`src/rtl/binary_encoder_arb_pkg.sv`:
```
// Shared constants and helpers for the binary encoder / arbiter slice.
// Latency: n/a (package only).
// Backpressure: n/a (package only).
package binary_encoder_arb_pkg;

    // Selection policy codes for the MODE parameter
    localparam int MODE_FIXED = 0;  // lowest index always wins
    localparam int MODE_RR    = 1;  // rotating start point, wraps N-1 -> 0

    // Ceiling log2, used to size the binary index; returns 1 for value <= 2
    // so that the index port is never zero-width.
    function automatic int clog2(input int value);
        int r;
        r = 1;
        while ((1 << r) < value) begin
            r = r + 1;
        end
        return r;
    endfunction

endpackage

```
`src/rtl/binary_encoder_pri.sv`:
```
// Combinational N-to-W priority encoder: lowest set bit wins, plus an "any" flag.
// Latency: 0 cycles (pure combinational).
// Backpressure: none; output follows input within the same cycle.
module binary_encoder_pri
    import binary_encoder_arb_pkg::*;
#(
    parameter  int N = 4,
    localparam int W = clog2(N)
) (
    input  logic [N-1:0] req_i,
    output logic [W-1:0] idx_o,
    output logic         any_o
);

    // Scan from the top down so the last hit written is the lowest set bit
    always_comb begin
        idx_o = '0;
        any_o = 1'b0;
        for (int i = N - 1; i >= 0; i--) begin
            if (req_i[i]) begin
                idx_o = W'(i);
                any_o = 1'b1;
            end
        end
    end

endmodule

```
`src/rtl/binary_encoder_arb.sv`:
```
// Picks one active request (fixed priority or round-robin) and registers it as index + one-hot.
// Latency: 1 cycle from captured request to out_valid/idx/onehot.
// Backpressure: one-entry output register; holds while out_valid & ~out_ready, reloads same cycle it drains.
module binary_encoder_arb
    import binary_encoder_arb_pkg::*;
#(
    parameter  int N    = 4,
    parameter  int MODE = MODE_FIXED,
    localparam int W    = clog2(N)
) (
    input  logic         clk,
    input  logic         rst_n,
    input  logic         en,
    input  logic [N-1:0] req,
    output logic [N-1:0] req_ack,
    output logic         out_valid,
    input  logic         out_ready,
    output logic [W-1:0] idx,
    output logic [N-1:0] onehot
);

    // ------------------------------------------------------------------
    // State
    // ------------------------------------------------------------------
    logic [W-1:0] ptr_q, ptr_d;     // round-robin search start
    logic [W-1:0] idx_q, idx_d;     // held grant, binary
    logic [N-1:0] oh_q,  oh_d;      // held grant, one-hot
    logic         vld_q, vld_d;     // output register occupied

    // ------------------------------------------------------------------
    // Winner selection
    // ------------------------------------------------------------------
    logic [W-1:0] u_idx;            // lowest set bit of the full request vector
    logic         u_any;
    logic [W-1:0] m_idx;            // lowest set bit at or above ptr
    logic         m_any;
    logic [W-1:0] win_idx;
    logic [N-1:0] win_oh;
    logic         can_load;

    binary_encoder_pri #(
        .N (N)
    ) u_pri_all (
        .req_i (req),
        .idx_o (u_idx),
        .any_o (u_any)
    );

    generate
        if (MODE == MODE_RR) begin : g_rr
            logic [N-1:0] req_masked;

            // Keep only requests at or above the pointer for the first search
            always_comb begin
                req_masked = '0;
                for (int i = 0; i < N; i++) begin
                    req_masked[i] = req[i] & (i >= int'(ptr_q));
                end
            end

            binary_encoder_pri #(
                .N (N)
            ) u_pri_masked (
                .req_i (req_masked),
                .idx_o (m_idx),
                .any_o (m_any)
            );
        end else begin : g_fixed
            // Fixed priority never searches from an offset
            assign m_idx = '0;
            assign m_any = 1'b0;
        end
    endgenerate

    // Prefer the upper (masked) search; fall back to the wrapped full search
    always_comb begin
        win_idx = m_any ? m_idx : u_idx;
        win_oh  = N'(1) << win_idx;
    end

    // A capture happens only with something to take and room in the register.
    // Nothing is acknowledged while reset is asserted, since nothing is captured.
    always_comb begin
        can_load = rst_n & en & u_any & (~vld_q | out_ready);
        req_ack  = can_load ? win_oh : '0;
    end

    // ------------------------------------------------------------------
    // Next state
    // ------------------------------------------------------------------

    // Load on capture, drain on accept without capture, otherwise hold
    always_comb begin
        idx_d = idx_q;
        oh_d  = oh_q;
        vld_d = vld_q;
        if (can_load) begin
            idx_d = win_idx;
            oh_d  = win_oh;
            vld_d = 1'b1;
        end else if (out_ready) begin
            vld_d = 1'b0;
        end
    end

    // Pointer moves just past the winner on every load, wrapping at N-1
    always_comb begin
        ptr_d = ptr_q;
        if ((MODE == MODE_RR) && can_load) begin
            if (win_idx == W'(N - 1)) begin
                ptr_d = '0;
            end else begin
                ptr_d = win_idx + 1'b1;
            end
        end
    end

    // Registered state with synchronous active-low reset
    always_ff @(posedge clk) begin
        if (!rst_n) begin
            ptr_q <= '0;
            idx_q <= '0;
            oh_q  <= '0;
            vld_q <= 1'b0;
        end else begin
            ptr_q <= ptr_d;
            idx_q <= idx_d;
            oh_q  <= oh_d;
            vld_q <= vld_d;
        end
    end

    assign out_valid = vld_q;
    assign idx       = idx_q;
    assign onehot    = oh_q;

endmodule

```
`config.mk`:
```
export PLATFORM = sky130hd
export DESIGN_NAME = binary_encoder_arb
export DESIGN_NICKNAME = d
export VERILOG_FILES = /design/src/rtl/binary_encoder_arb_pkg.sv /design/src/rtl/binary_encoder_pri.sv /design/src/rtl/binary_encoder_arb.sv
export SDC_FILE = /design/constraint.sdc
export NUM_CORES = 1
export LEC_CHECK = 0
export ABC_AREA = 1
export BUFFER_PORTS_ARGS = -buffer_cell sky130_fd_sc_hd__buf_2
export CORE_AREA = 4 4 41 43
export DETAILED_ROUTE_END_ITERATION = 8
export DIE_AREA = 0 0 45 47
export PLACE_DENSITY = 0.56
export SLEW_MARGIN = 20
export SYNTH_ARGS = -nofsm -noshare
export SYNTH_HDL_FRONTEND = slang
export SYNTH_HIERARCHICAL = 1
export SYNTH_SLANG_ARGS = --single-unit
```
`constraint.sdc`:
```
create_clock -name clk -period 3.9 [get_ports clk]
set_clock_uncertainty 0.1 [all_clocks]
set_input_delay 1.17 -clock clk [delete_from_list [all_inputs] [get_ports clk]]
set_output_delay 1.17 -clock clk [all_outputs]
set_load 0.02 [all_outputs]
```
==> results of run 1 <==
-- cell type report --
type	count	area [um2]	share of cell area [%]
Multi-Input combinational cell	37	189	37.1
Sequential cell	7	140	27.5
Timing Repair Buffer	18	90.1	17.7
Inverter	12	45.0	8.85
Clock buffer	4	26.3	5.16
Tap cell	15	18.8	3.69
-- synthesized netlist by cell type --
cell type	count	area share (%)
sky130_fd_sc_hd__o21ai_0	1	1.3
sky130_fd_sc_hd__nand2_2	2	3.3
sky130_fd_sc_hd__clkinv_1	1	1.0
sky130_fd_sc_hd__nor2_8	1	5.4
sky130_fd_sc_hd__nand3_1	6	8.0
sky130_fd_sc_hd__a21oi_2	1	2.3
sky130_fd_sc_hd__nor2_1	9	9.0
sky130_fd_sc_hd__a21oi_1	5	6.7
sky130_fd_sc_hd__nand2_4	1	3.0
sky130_fd_sc_hd__inv_1	10	10
sky130_fd_sc_hd__dfxtp_1	7	37
sky130_fd_sc_hd__nor3_1	1	1.3
sky130_fd_sc_hd__inv_2	1	1.0
sky130_fd_sc_hd__nand2_1	10	10
-- cell families after synthesis --
group | count (synthesis) | synth area share, %
AOI/OAI and AO/OA | 7 | 10.4
buffers and inverters | 12 | 12.0
DFF | 7 | 37.5
and+or+nand+nor | 30 | 40.1
-- state kept, by name, indices dropped and copies added (netlist names) --
| name | cells |
|---|---|
| idx | 2 |
| onehot | 4 |
| out_valid | 1 |
-- through the flow --
step / total power, mW / hold slack (ns) / setup WS (ns) / util, %
2_1_floorplan: 0.0994 / 0.436 / 0.712 / -
3_3_place_gp: 0.111 / 0.352 / 0.460 / 37.1
3_5_place_dp: 0.111 / 0.353 / 0.440 / 37.1
4_1_cts: 0.179 / 0.362 / 0.414 / 39.1
5_1_grt: 0.187 / 0.379 / 0.235 / 39.1
6_report: 0.176 / 0.356 / 0.421 / 39.1
-- how the worst max path moves through the flow --
stage	to	slack [ns]	cells after the start
floorplan	req_ack[2]	0.71	5
global placement	req_ack[3]	0.46	7
detailed placement	req_ack[2]	0.44	7
CTS	req_ack[2]	0.41	7
global route	req_ack[2]	0.24	7
finish	req_ack[2]	0.42	7
-- metal layers --
layer | share of wire (%) | routed length [um]
met1 | 43 | 350
met2 | 43 | 351
met3 | 13 | 109
met4 | 0 | 0
met5 | 0 | 0
-- worst max-delay path, stage by stage --
cell and delay [ns]:
sky130_fd_sc_hd__buf_2 0.11, sky130_fd_sc_hd__nor3_1 0.44, sky130_fd_sc_hd__inv_1 0.08, sky130_fd_sc_hd__nor2_1 0.10, sky130_fd_sc_hd__nand3_1 0.10, sky130_fd_sc_hd__inv_1 0.06, sky130_fd_sc_hd__buf_2 0.15
-- power groups by stage --
| stage | clock network (mW) | registers [mW] | logic (mW) |
|---|---|---|---|
| floorplan | 0 | 0.0815 | 0.0180 |
| global placement | 0 | 0.0776 | 0.0331 |
| detailed placement | 0 | 0.0777 | 0.0333 |
| CTS | 0.0692 | 0.0762 | 0.0334 |
| global route | 0.0735 | 0.0765 | 0.0370 |
| finish | 0.0665 | 0.0762 | 0.0329 |
==> results.md, run 1 <==
* Post-synthesis cell count at 56
* GRT Resource Usage Total at 9.01%
* Critical path startpoint: req[0]
* Vias/cell at 4.30
* Total via count after detailed routing at 400
* Data arrival, critical path at 2.21 ns
* Critical R2R Launch: out_valid$_SDFFE_PN0P_
* Area delta synth->final at 36.1%
* Setup Crit Path Kind: input port to output port
* Total number of clock tree sinks at 7
* Floorplan die area at 2120 um2
* Total routed wirelength at 810 um
* DRC Markers at 0
* M3 GR Usage at 6.13%
* Setup crit end kind: output port
* Maximum vdd drop at 0.000140 V
* Remaining Overflow, GRT at 0
* Switching power at 50.1 uW
* Share of post-route cells with drive strength above 1 at 34.6%
* Largest net degree at the start of global routing at 8
* Share of total power in sequential cells at 43.4%
* Internal power at 125 uW
* Maximum net fanout on the critical path at 5
* Number of antenna cells inserted at 0
* Avg Synthesized Cell Area at 6.68 um2
* Most common library cell in the layout ignoring fill and taps: sky130_fd_sc_hd__buf_2
* Boundary pin count at 19
* H-tree depth reported by CTS at 1
* Global-route wire length before repair at 1.33 mm
* Number of violations of the max-capacitance limit at 0
* Deepest clock path buffer count at 2
* Library cells used by synthesis at 14
* Initial antenna violation count at 0
* Number of cells in the finished layout apart from fillers at 93
* Effective utilization at floorplan at 28.8%
* Chip Width at 45 um
* Post-placement cell count at 89
* Register-to-register setup slack at 2.95 ns
* Met1 Resource Use GR at 10.3%
* Post-route antenna net violation count at 0
* Met2 capacity usage during global routing at 13.3%
* HPWL after detailed placement at 656 um
* Hold_sp: onehot[0]$_SDFFE_PN0P_
* Final Max Tran Viols at 0
* Clock transition at the registers of the reported paths at 0.05 ns
* Hold crit path type: flip-flop to flip-flop
* Net count after synthesis at 64
* Number of hold-slack violations in the final timing report at 0
* Data required time at the worst endpoint at 2.63 ns
* Area post-placement at 483 um2
* Standard-cell row count at 13
* # Post-CTS Setup Buffers at 0
* I/O Buffers at 18
* Latest clock arrival within the worst-skew pair at 0.25 ns
* Switching share of total power at 28.6%
* Number of buffers created by CTS at 3
* Total setup violations reported at the end of the flow at 0
* Via count of the first global-routing pass at 344
* Number of synthesis warnings at 6
* Clock Power Share at 37.9%
* Resized cells post-CTS at 0
* Endpoint, Worst Hold: onehot[0]$_SDFFE_PN0P_
* Final-stage net count at 87
* Core area at 1300 um2
* Final setup TNS at 0 ns
* Final Critical Period at 3.48 ns
* Worst hold path cell count at 2
* RSZ-0062 raised after global routing: false
* DRT iter0 DRCs at 3
* Height of the chip at 47 um
* Post-synthesis cell area at 374 um2
* Static power due to leakage at 0.300 nW
* Detailed Routing Iterations Pass 1 at 2
* Power density over cell area at 345 nW/um2
* Top library cells by usage in the layout, fill and taps aside: sky130_fd_sc_hd__buf_2, sky130_fd_sc_hd__inv_1, sky130_fd_sc_hd__nand2_1
* Root Driver: sky130_fd_sc_hd__clkbuf_4
* Fill cell total of the finished layout at 158
* Post-DR wirelength/cell at 8.71 um
* Number of storage elements in the synthesis netlist at 7
* # hold bufs at CTS at 0
* Reg2Reg Capture Point: onehot[2]$_SDFFE_PN0P_
* Logic pwr share at 18.7%
* Total non-filler cell area in the finished layout at 509 um2
* Critical path launch point type: input port
* Final worst-path cycle share at 89.2%
* Final estimated routing congestion in global placement at 0.774
* Outcome: complete, no violations
* Number of cells traversed by the worst register-to-register path at 4
* CTS tree: built
* Global route hottest layer: met2
* Actual slew at the worst max-slew pin at 0.493 ns
* Max Clock Freq at 0.287 GHz
* Proportion of synthesized chip area in sequential cells at 37.5%
* Slew headroom at 66.8%
No activity file was read; power rests on OpenSTA's default activity.
==> run 2, diff against run 1 <==
--- a/config.mk
+++ b/config.mk
@@ -6,7 +6,7 @@
 export NUM_CORES = 1
 export LEC_CHECK = 0
 export ABC_AREA = 1
-export BUFFER_PORTS_ARGS = -buffer_cell sky130_fd_sc_hd__buf_2
+export BUFFER_PORTS_ARGS = -buffer_cell sky130_fd_sc_hd__clkbuf_2
 export CORE_AREA = 4 4 41 43
 export DETAILED_ROUTE_END_ITERATION = 8
 export DIE_AREA = 0 0 45 47
==> constraint.sdc (replaced) <==
create_clock -name clk -period 3.9 [get_ports clk]
set_clock_uncertainty 0.1 [all_clocks]
set_input_delay 1.17 -clock clk [delete_from_list [all_inputs] [get_ports clk]]
set_output_delay 1.17 -clock clk [all_outputs]
set_load 0.005 [all_outputs]
==> results.md, run 2 (synthesis results as in run 1) <==
* HPWL after detailed placement at 675 um (+2.8%)
* Largest net degree at the start of global routing at 8 (unchanged)
* RSZ-0062 raised after global routing: false
* Slew headroom at 66.0% (-0.83 points)
* Final Critical Period at 3.44 ns (-0.0379 ns)
* Root Driver: sky130_fd_sc_hd__clkbuf_4
* Number of buffers created by CTS at 3 (unchanged)
* CTS tree: built
* Floorplan die area at 2120 um2 (unchanged)
* Latest clock arrival within the worst-skew pair at 0.25 ns (about the same)
* Post-route antenna net violation count at 0 (unchanged)
* Worst hold slack after final layout at 0.362 ns (+0.00630 ns)
* Post-DR wirelength/cell at 9.22 um (+5.8%)
* Area delta synth->final at 36.1% (unchanged)
* Total routed wirelength at 857 um (+5.8%)
* Maximum vdd drop at 0.000127 V (-9.3%)
* # hold bufs at CTS at 0 (unchanged)
* Remaining Overflow, GRT at 0 (unchanged)
* Total setup violations reported at the end of the flow at 0 (unchanged)
* Data arrival, critical path at 2.17 ns (-0.04 ns)
* Data required time at the worst endpoint at 2.63 ns (about the same)
* Global-route wire length before repair at 1.27 mm (-4.7%)
* # Post-CTS Setup Buffers at 0 (unchanged)
* Actual slew at the worst max-slew pin at 0.506 ns (+0.0124 ns)
* Maximum net fanout on the critical path at 5 (unchanged)
* Core area at 1300 um2 (unchanged)
* Setup crit end kind: output port
* Final setup TNS at 0 ns (unchanged)
* Clock transition at the registers of the reported paths at 0.05 ns (about the same)
* I/O Buffers at 18 (unchanged)
* Detailed Routing Iterations Pass 1 at 4 (+2)
* Final estimated routing congestion in global placement at 0.774 (unchanged)
* Deepest clock path buffer count at 2 (unchanged)
* Chip Width at 45 um (unchanged)
* Via count of the first global-routing pass at 333 (-3.2%)
* Number of violations of the max-capacitance limit at 0 (unchanged)
* Height of the chip at 47 um (unchanged)
* Power density over cell area at 339 nW/um2 (-1.6%)
* Outcome: complete, no violations
* Number of antenna cells inserted at 0 (unchanged)
* Final Max Tran Viols at 0 (unchanged)
* Max Clock Freq at 0.291 GHz (+1.1%)
* Total via count after detailed routing at 392 (-2.0%)
* Static power due to leakage at 0.293 nW (-2.3%)
* DRC Markers at 0 (unchanged)
* Vias/cell at 4.22 (-2.0%)
* Initial antenna violation count at 0 (unchanged)
* Boundary pin count at 19 (unchanged)
* Total number of clock tree sinks at 7 (unchanged)
* Number of flip-flops under the largest register name at 4 (unchanged)
* Resized cells post-CTS at 0 (unchanged)
* DRT iter0 DRCs at 2 (-1)
* GRT Resource Usage Total at 8.80% (-0.21 points)
* Number of hold-slack violations in the final timing report at 0 (unchanged)
* Standard-cell row count at 13 (unchanged)
* Effective utilization at floorplan at 28.8% (unchanged)
* Share of post-route cells with drive strength above 1 at 34.6% (unchanged)
* Top library cells by usage in the layout, fill and taps aside: sky130_fd_sc_hd__clkbuf_2, sky130_fd_sc_hd__inv_1, sky130_fd_sc_hd__nand2_1
* Final worst-path cycle share at 88.2% (-0.97 points)
* Critical path launch point type: input port
* Final-stage net count at 87 (unchanged)
* H-tree depth reported by CTS at 1 (unchanged)
* Setup Crit Path Kind: input port to output port
* Hold crit path type: flip-flop to flip-flop
* Most common library cell in the layout ignoring fill and taps: sky130_fd_sc_hd__clkbuf_2
## run 2: changes by cell type in the layout (fill, tap and decap cells not counted), sizes merged
cell    change
clkbuf     +18
buf        -18
## run 2: final cells by class
| class | count | area [um2] |
|---|---|---|
| Clock buffer | 4 | 26.3 |
| Fill cell | 149 | 792 |
| Inverter | 12 | 45.0 |
| Multi-Input combinational cell | 37 | 189 |
| Sequential cell | 7 | 140 |
| Tap cell | 15 | 18.8 |
| Timing Repair Buffer | 18 | 90.1 |
## run 2: per-layer routing
metal	vias to the layer above	share of wire [%]	GRT usage, %
li1	215	-	-
met1	159	46	9.43
met2	18	40	12.1
met3	0	14	8.05
met4	0	0	3.51
met5	-	0	0
## run 2: worst paths after layout
check | end | cells after the start | start | slack [ns]
worst min register to register | onehot[2]$_SDFFE_PN0P_ | 2 | onehot[2]$_SDFFE_PN0P_ | 0.36
worst max-delay path | req_ack[2] | 7 | req[0] | 0.46
worst min-delay path | onehot[2]$_SDFFE_PN0P_ | 2 | onehot[2]$_SDFFE_PN0P_ | 0.36
worst max register to register | idx[1]$_SDFFE_PN0P_ | 4 | out_valid$_SDFFE_PN0P_ | 2.94
## run 2: power breakdown
part	internal (mW)	switching (mW)
Clock	0.0392	0.0291
Combinational	0.0115	0.0167
Sequential	0.0746	0.00173
## run 2: critical path: stages
cell	delay [ns]
sky130_fd_sc_hd__clkbuf_2	0.10
sky130_fd_sc_hd__nor3_1	0.45
sky130_fd_sc_hd__inv_1	0.09
sky130_fd_sc_hd__nor2_1	0.10
sky130_fd_sc_hd__nand3_1	0.10
sky130_fd_sc_hd__inv_1	0.06
sky130_fd_sc_hd__clkbuf_2	0.10
## run 2: stage by stage
step / std cells / power, mW / instance area (um2) / utilization, % / setup WS (ns)
floorplan: 56 / 0.0948 / 374 / - / 0.798
global placement: 89 / 0.106 / 483 / 37.1 / 0.517
detailed placement: 89 / 0.106 / 483 / 37.1 / 0.454
CTS: 93 / 0.175 / 509 / 39.1 / 0.448
global route: 93 / 0.182 / 509 / 39.1 / 0.289
finish: 93 / 0.173 / 509 / 39.1 / 0.459
